## config.mk

```make
export PLATFORM = sky130hd
export DESIGN_NAME = seq_divider
export DESIGN_NICKNAME = d
export VERILOG_FILES = /design/src/rtl/seq_divider.sv
export SDC_FILE = /design/constraint.sdc
export NUM_CORES = 1
export LEC_CHECK = 0
export ABC_CLOCK_PERIOD_IN_PS = 10600
export BUFFER_PORTS_ARGS = -buffer_cell sky130_fd_sc_hd__clkbuf_2
export CAP_MARGIN = 10
export CORE_MARGIN = 2
export CORE_UTILIZATION = 45
export CTS_BUF_LIST = sky130_fd_sc_hd__clkbuf_8 sky130_fd_sc_hd__clkbuf_16
export DETAILED_ROUTE_END_ITERATION = 6
export GPL_ROUTABILITY_DRIVEN = 1
export PLACE_DENSITY = 0.69
export REMOVE_ABC_BUFFERS = 1
export SETUP_SLACK_MARGIN = 0.15
export SLEW_MARGIN = 30
export SYNTH_ARGS = -nofsm -noshare
export SYNTH_HDL_FRONTEND = slang
export SYNTH_SLANG_ARGS = --single-unit
```

## constraint.sdc

```tcl
create_clock -name clock -period 10.6 [get_ports clock]
set_clock_uncertainty 0.1 [all_clocks]
set_input_delay 2.12 -clock clock [delete_from_list [all_inputs] [get_ports clock]]
set_output_delay 2.12 -clock clock [all_outputs]
set_load 0.03 [all_outputs]
```

## src/rtl/seq_divider.sv

```systemverilog
// Signed restoring divider: one quotient bit per clock, truncating toward zero.
// Divide-by-zero finishes one cycle after the start; every other operation takes WIDTH+1 cycles.
module seq_divider #(
  parameter int WIDTH = 32
) (
  input  logic             clock,
  input  logic             resetn,
  input  logic             ctrl_DIV,
  input  logic [WIDTH-1:0] data_operandA,
  input  logic [WIDTH-1:0] data_operandB,
  output logic [WIDTH-1:0] data_result,
  output logic [WIDTH-1:0] data_remainder,
  output logic             data_exception,
  output logic             data_resultRDY,
  output logic             busy
);

  localparam int CW = $clog2(WIDTH + 1);
  localparam logic [WIDTH-1:0] MIN_NEG  = {1'b1, {(WIDTH-1){1'b0}}};
  localparam logic [WIDTH-1:0] ALL_ONES = {WIDTH{1'b1}};

  typedef enum logic [1:0] {
    IDLE = 2'd0,
    RUN  = 2'd1,
    DONE = 2'd2
  } state_t;

  state_t           state_q, state_d;
  logic [CW-1:0]    cnt_q, cnt_d;
  logic [WIDTH-1:0] rem_q, rem_d;
  logic [WIDTH-1:0] quo_q, quo_d;
  logic [WIDTH-1:0] dvs_q, dvs_d;
  logic             sign_a_q, sign_a_d;
  logic             sign_b_q, sign_b_d;
  logic             zero_q, zero_d;
  logic             ovf_q, ovf_d;
  logic [WIDTH-1:0] result_q, result_d;
  logic [WIDTH-1:0] remainder_q, remainder_d;
  logic             exc_q, exc_d;
  logic             rdy_q, rdy_d;
  logic             busy_q, busy_d;

  logic [WIDTH:0]   shifted_s;
  logic [WIDTH:0]   diff_s;

  function automatic logic [WIDTH-1:0] neg_if(input logic s, input logic [WIDTH-1:0] v);
    if (s) begin
      neg_if = ~v + {{(WIDTH-1){1'b0}}, 1'b1};
    end else begin
      neg_if = v;
    end
  endfunction

  // Next-state, datapath step and output register inputs
  always_comb begin
    state_d     = state_q;
    cnt_d       = cnt_q;
    rem_d       = rem_q;
    quo_d       = quo_q;
    dvs_d       = dvs_q;
    sign_a_d    = sign_a_q;
    sign_b_d    = sign_b_q;
    zero_d      = zero_q;
    ovf_d       = ovf_q;
    result_d    = result_q;
    remainder_d = remainder_q;
    exc_d       = exc_q;
    rdy_d       = 1'b0;
    busy_d      = busy_q;

    // The dividend magnitude lives in quo_q and shifts out into the remainder MSB-first
    shifted_s = {rem_q, quo_q[WIDTH-1]};
    diff_s    = shifted_s - {1'b0, dvs_q};

    if (ctrl_DIV) begin
      state_d  = RUN;
      busy_d   = 1'b1;
      cnt_d    = {CW{1'b0}};
      rem_d    = {WIDTH{1'b0}};
      sign_a_d = data_operandA[WIDTH-1];
      sign_b_d = data_operandB[WIDTH-1];
      quo_d    = neg_if(data_operandA[WIDTH-1], data_operandA);
      dvs_d    = neg_if(data_operandB[WIDTH-1], data_operandB);
      zero_d   = (data_operandB == {WIDTH{1'b0}});
      ovf_d    = (data_operandA == MIN_NEG) && (data_operandB == ALL_ONES);
    end else begin
      case (state_q)
        IDLE: begin
          busy_d = 1'b0;
        end
        RUN: begin
          if (zero_q) begin
            state_d     = DONE;
            busy_d      = 1'b0;
            rdy_d       = 1'b1;
            result_d    = {WIDTH{1'b0}};
            remainder_d = neg_if(sign_a_q, quo_q);
            exc_d       = 1'b1;
          end else if (cnt_q == CW'(WIDTH)) begin
            state_d     = DONE;
            busy_d      = 1'b0;
            rdy_d       = 1'b1;
            result_d    = neg_if(sign_a_q ^ sign_b_q, quo_q);
            remainder_d = neg_if(sign_a_q, rem_q);
            exc_d       = ovf_q;
          end else begin
            cnt_d = cnt_q + CW'(1);
            quo_d = {quo_q[WIDTH-2:0], ~diff_s[WIDTH]};
            if (diff_s[WIDTH]) begin
              rem_d = shifted_s[WIDTH-1:0];
            end else begin
              rem_d = diff_s[WIDTH-1:0];
            end
          end
        end
        DONE: begin
          state_d = IDLE;
          busy_d  = 1'b0;
        end
        default: begin
          state_d = IDLE;
          busy_d  = 1'b0;
        end
      endcase
    end
  end

  // State and output registers
  always_ff @(posedge clock or negedge resetn) begin
    if (!resetn) begin
      state_q     <= IDLE;
      cnt_q       <= {CW{1'b0}};
      rem_q       <= {WIDTH{1'b0}};
      quo_q       <= {WIDTH{1'b0}};
      dvs_q       <= {WIDTH{1'b0}};
      sign_a_q    <= 1'b0;
      sign_b_q    <= 1'b0;
      zero_q      <= 1'b0;
      ovf_q       <= 1'b0;
      result_q    <= {WIDTH{1'b0}};
      remainder_q <= {WIDTH{1'b0}};
      exc_q       <= 1'b0;
      rdy_q       <= 1'b0;
      busy_q      <= 1'b0;
    end else begin
      state_q     <= state_d;
      cnt_q       <= cnt_d;
      rem_q       <= rem_d;
      quo_q       <= quo_d;
      dvs_q       <= dvs_d;
      sign_a_q    <= sign_a_d;
      sign_b_q    <= sign_b_d;
      zero_q      <= zero_d;
      ovf_q       <= ovf_d;
      result_q    <= result_d;
      remainder_q <= remainder_d;
      exc_q       <= exc_d;
      rdy_q       <= rdy_d;
      busy_q      <= busy_d;
    end
  end

  assign data_result    = result_q;
  assign data_remainder = remainder_q;
  assign data_exception = exc_q;
  assign data_resultRDY = rdy_q;
  assign busy           = busy_q;

endmodule

```

==> flow_summary.ini <==
[global_route]
antenna_found_initial = 0
grt_pass1_wl_um = 50410
largest_net_degree_at_the_start_of_global_routing = 102
global_route.overflow_total = 0
grt_pass1_vias = 9771
combined_global_route_utilization_of_all_metal_layers_pct = 22.00

[place]
dp_worst_setup_slack_ns = 5.414
detailedPlacementHpwl_um = 22400
number_of_placed_instances_with_taps_included = 1788
gp_congestion = 0.8583
numPortBuffers = 133

[floorplanning]
chipWidth_um = 168.0
coreArea_um2 = 26650
design.die.area_um2 = 28230
core.rowCount = 60
die_h_um = 168.0
design.portCount = 134
floorplan.initialDensity_pct = 45.42

[cts]
cts.clk_slew.worst_paths_ns = 0.07
cts_hold_repair.buffers = 0
clock_tree.htree_level_count = 4
clk_root_buffer_cell = clkbuf_16
number_of_buffers_between_clock_root_and_the_deepest_sink = 2
post_cts.repair.setup_buffers = 0
tritoncts = yes
tritoncts.num_buffers = 17
clkSinkCount = 175
clock_latency_ns = 0.44
cts_resized = 0

[worst_setup_path]
critical_path_buf_inv_count = 1
critical_path.max_stage_delay_ns = 0.54
crit_path_cell_trace = clkbuf_2 -> nor4_4 -> nand3_1 -> or4_1 -> or4_1 -> or4_1 -> o41ai_2 -> xor2_1 -> a21oi_1
critical_path.reg2reg.startpoint = quo_q[31]
timing.critical_path.to_type = flip-flop
timing.critical_path.arrival_ns = 4.88
nature_of_the_critical_path_startpoint = input port
crit_path_category = in -> reg
path_max_fanout = 5
setup.reg_to_reg.worst_slack_ns = 6.30
critPathTopFamily = simple AND/OR/NAND/NOR gates
cp_common_cell = or4_1
cpMaxStageDelayCell = or4_1
worst_r2r_path_depth = 13
worst_r2r_endpoint = rem_q[15]
timing.critical_path.required_ns = 10.77

[routing]
via_count = 10360
post-route-drc-count = 0
route.final.wire_length_um = 30760
drt_first_iter_violations = 950
dr.pass1.iters = 6
vias_per_cell = 5.695
ant_nets = 0
wl_per_cell_um = 16.90

[layout]
nets = 1573
antenna-diode-count = 0
fill_cells = 2517
instances_no_fill = 1820
post_route_cells_drive_above_1_share_pct = 14.13
area_delta_synth_final_pct = 11.72

[worst_hold_path]
holdCritPathClass = reg -> reg
min_from = data_result[10]
worst_hold_path.endpoint = data_result[10]
worst_hold_stages = 2

[logic_synthesis]
share_of_flip_flops_with_an_asynchronous_set_or_reset_after_synthesis_pct = 100.0
number_of_synthesized_flops_with_an_enable_pin = 0
synthesis.instances = 1398
yosys_most_used_dff = dfrtp_1
ys_warn_count = 0
avgSynthCellArea_um2 = 8.659
portion_of_the_post_synthesis_area_used_by_sequential_elements_pct = 36.18
ys_ff_latch = 175
synthDistinctLibCells = 67
post_synth_instance_area_um2 = 12110

[power]
peak_supply_drop_uv = 139.6
p_leak_nw = 6.424
p_total_mw = 2.872
pwr_density_cell_nw_per_um2 = 212.4

[sta]
setup_viol = 0
worst_slack_ns = 5.885
setup_total_neg_slack_ns = 0
slew_headroom_pct = 34.06
worst_hold_slack_ns = 0.3777
timing.final.max_slew_violations = 0
maxClockFrequency_ghz = 0.2121
setup_repair_after_global_routing_missed_its_margin = false
finalCritPeriodShare_pct = 44.48
worst_slew_pin_slew_ns = 0.9800
timing.final.hold_violations = 0
timing.final.crit_period_ns = 4.715

[flow_run]
total_of_max_cap_violations = 0

[outcome]
outcome = completed
[metal layers]
metal | share of wire, % | track usage [%]
met5 | 0 | 0
met4 | 2.2 | 7.675
met3 | 4.0 | 2.539
met2 | 45 | 35.11
met1 | 48 | 31.07
[per-stage QoR]
step,area [um2],util [%]
after floorplan,11740,-
after global placement,12940,48.57
after detailed placement,12950,48.59
after CTS,13520,50.72
after global routing,13520,50.75
final,13520,50.75
[synthesized netlist by cell type (all sizes together), types with 4 or more instances]
| cell | number | area, um2 |
|---|---|---|
| nand2 | 166 | 623.1 |
| nand3 | 15 | 80.08 |
| o22ai | 6 | 37.54 |
| o221ai | 11 | 96.34 |
| a221o | 5 | 50.05 |
| a211oi | 16 | 120.1 |
| or4 | 16 | 138.9 |
| nand3b | 4 | 30.03 |
| o31ai | 49 | 367.9 |
| inv | 52 | 195.2 |
| a32oi | 7 | 61.31 |
| nor4 | 9 | 77.57 |
| a21o | 20 | 150.1 |
| nor2 | 83 | 311.6 |
| nor2b | 11 | 68.82 |
| or3 | 27 | 168.9 |
| ha | 39 | 488.0 |
| o41ai | 15 | 165.2 |
| or2 | 7 | 43.79 |
| a41oi | 4 | 35.03 |
| a31oi | 9 | 56.30 |
| dfrtp | 175 | 4379 |
| nor3 | 22 | 115.1 |
| xor2 | 111 | 972.2 |
| o21ai | 140 | 700.7 |
| a21oi | 71 | 355.3 |
| o21bai | 4 | 30.03 |
| clkbuf | 75 | 281.5 |
| mux2i | 51 | 510.5 |
| o21a | 5 | 37.54 |
| buf | 19 | 82.57 |
| a22oi | 10 | 75.07 |
| nand2b | 15 | 93.84 |
| xnor2 | 68 | 595.6 |
| mux2 | 8 | 90.09 |
| nand4 | 17 | 106.4 |
| and3 | 9 | 56.30 |
[power by group]
group	internal, mW	switching, mW
Combinational	0.544	0.742
Clock	0.335	0.273
Sequential	0.789	0.189
[worst max path at each step]
stage / start / to / cells after the start
CTS: data_operandA[4] / quo_q[27] / 9
floorplan: cnt_q[5] / rem_q[30] / 4
finish: data_operandA[4] / quo_q[27] / 9
detailed placement: data_operandA[4] / quo_q[27] / 9
global placement: data_operandA[4] / quo_q[29] / 10
global route: data_operandA[6] / quo_q[29] / 10
[logic make-up after synthesis]
logic type / synth area share [%]
buffers and inverters: 4.620
DFF: 36.18
muxes: 5.147
adders and majority gates: 4.196
xor gates and xnor gates: 12.95
and+or+nand+nor: 16.50
AOI/OAI and AO/OA: 20.41
[area by class of cell]
class                   count  area [um2]  area share [%]
repair buffers            143       755.7           5.588
multi-input cells        1077        7198           53.22
well taps                 341       426.7           3.155
flip-flops and latches    175        4380           32.39
clock buffers              19       452.9           3.349
inverters                  52       195.2           1.443
clock inverters            13       115.1          0.8511
[cells in the final DEF (no fill, tap or decap), types with 5 or more instances in the layout]
| cell | n |
|---|---|
| nor2b_1 | 11 |
| clkbuf_2 | 131 |
| xnor2_1 | 68 |
| inv_1 | 53 |
| a32oi_1 | 7 |
| buf_4 | 10 |
| o22ai_1 | 6 |
| xor2_1 | 110 |
| o21ai_0 | 136 |
| nor3_1 | 20 |
| a21o_1 | 20 |
| and3_1 | 9 |
| o21a_1 | 5 |
| nand4_1 | 17 |
| dfrtp_1 | 174 |
| a221o_1 | 5 |
| a31oi_1 | 9 |
| mux2i_1 | 51 |
| or4_1 | 11 |
| a22oi_1 | 10 |
| nand2b_1 | 15 |
| nand3_1 | 14 |
| or2_2 | 7 |
| mux2_2 | 8 |
| nor2_1 | 83 |
| nor4_1 | 7 |
| or4_4 | 5 |
| ha_1 | 39 |
| clkinvlp_4 | 6 |
| a211oi_1 | 16 |
| a21oi_1 | 71 |
| o221ai_1 | 11 |
| or3_1 | 26 |
| clkbuf_16 | 17 |
| o31ai_1 | 49 |
| nand2_1 | 166 |
| o41ai_1 | 12 |
[state kept, by name, summed over array words and instances (netlist names), 2 cells and up]
name and count:
data_remainder 32, data_result 32, dvs_q 32, quo_q 32, rem_q 32, cnt_q 6, state_q 2
[worst register-to-register path, cell delays in order, from the launching register on]
cell and delay [ns]:
dfrtp_1 0.36, inv_1 0.26, ha_1 0.27, fa_1 0.21
nand2b_1 0.15, a21oi_1 0.10, o311a_1 0.43, a32o_1 0.32
o31ai_1 0.47, o31a_1 0.22, and3_1 0.26, buf_4 0.43
mux2_2 0.41, a22o_1 0.19
(Power assumes the default switching activity.)
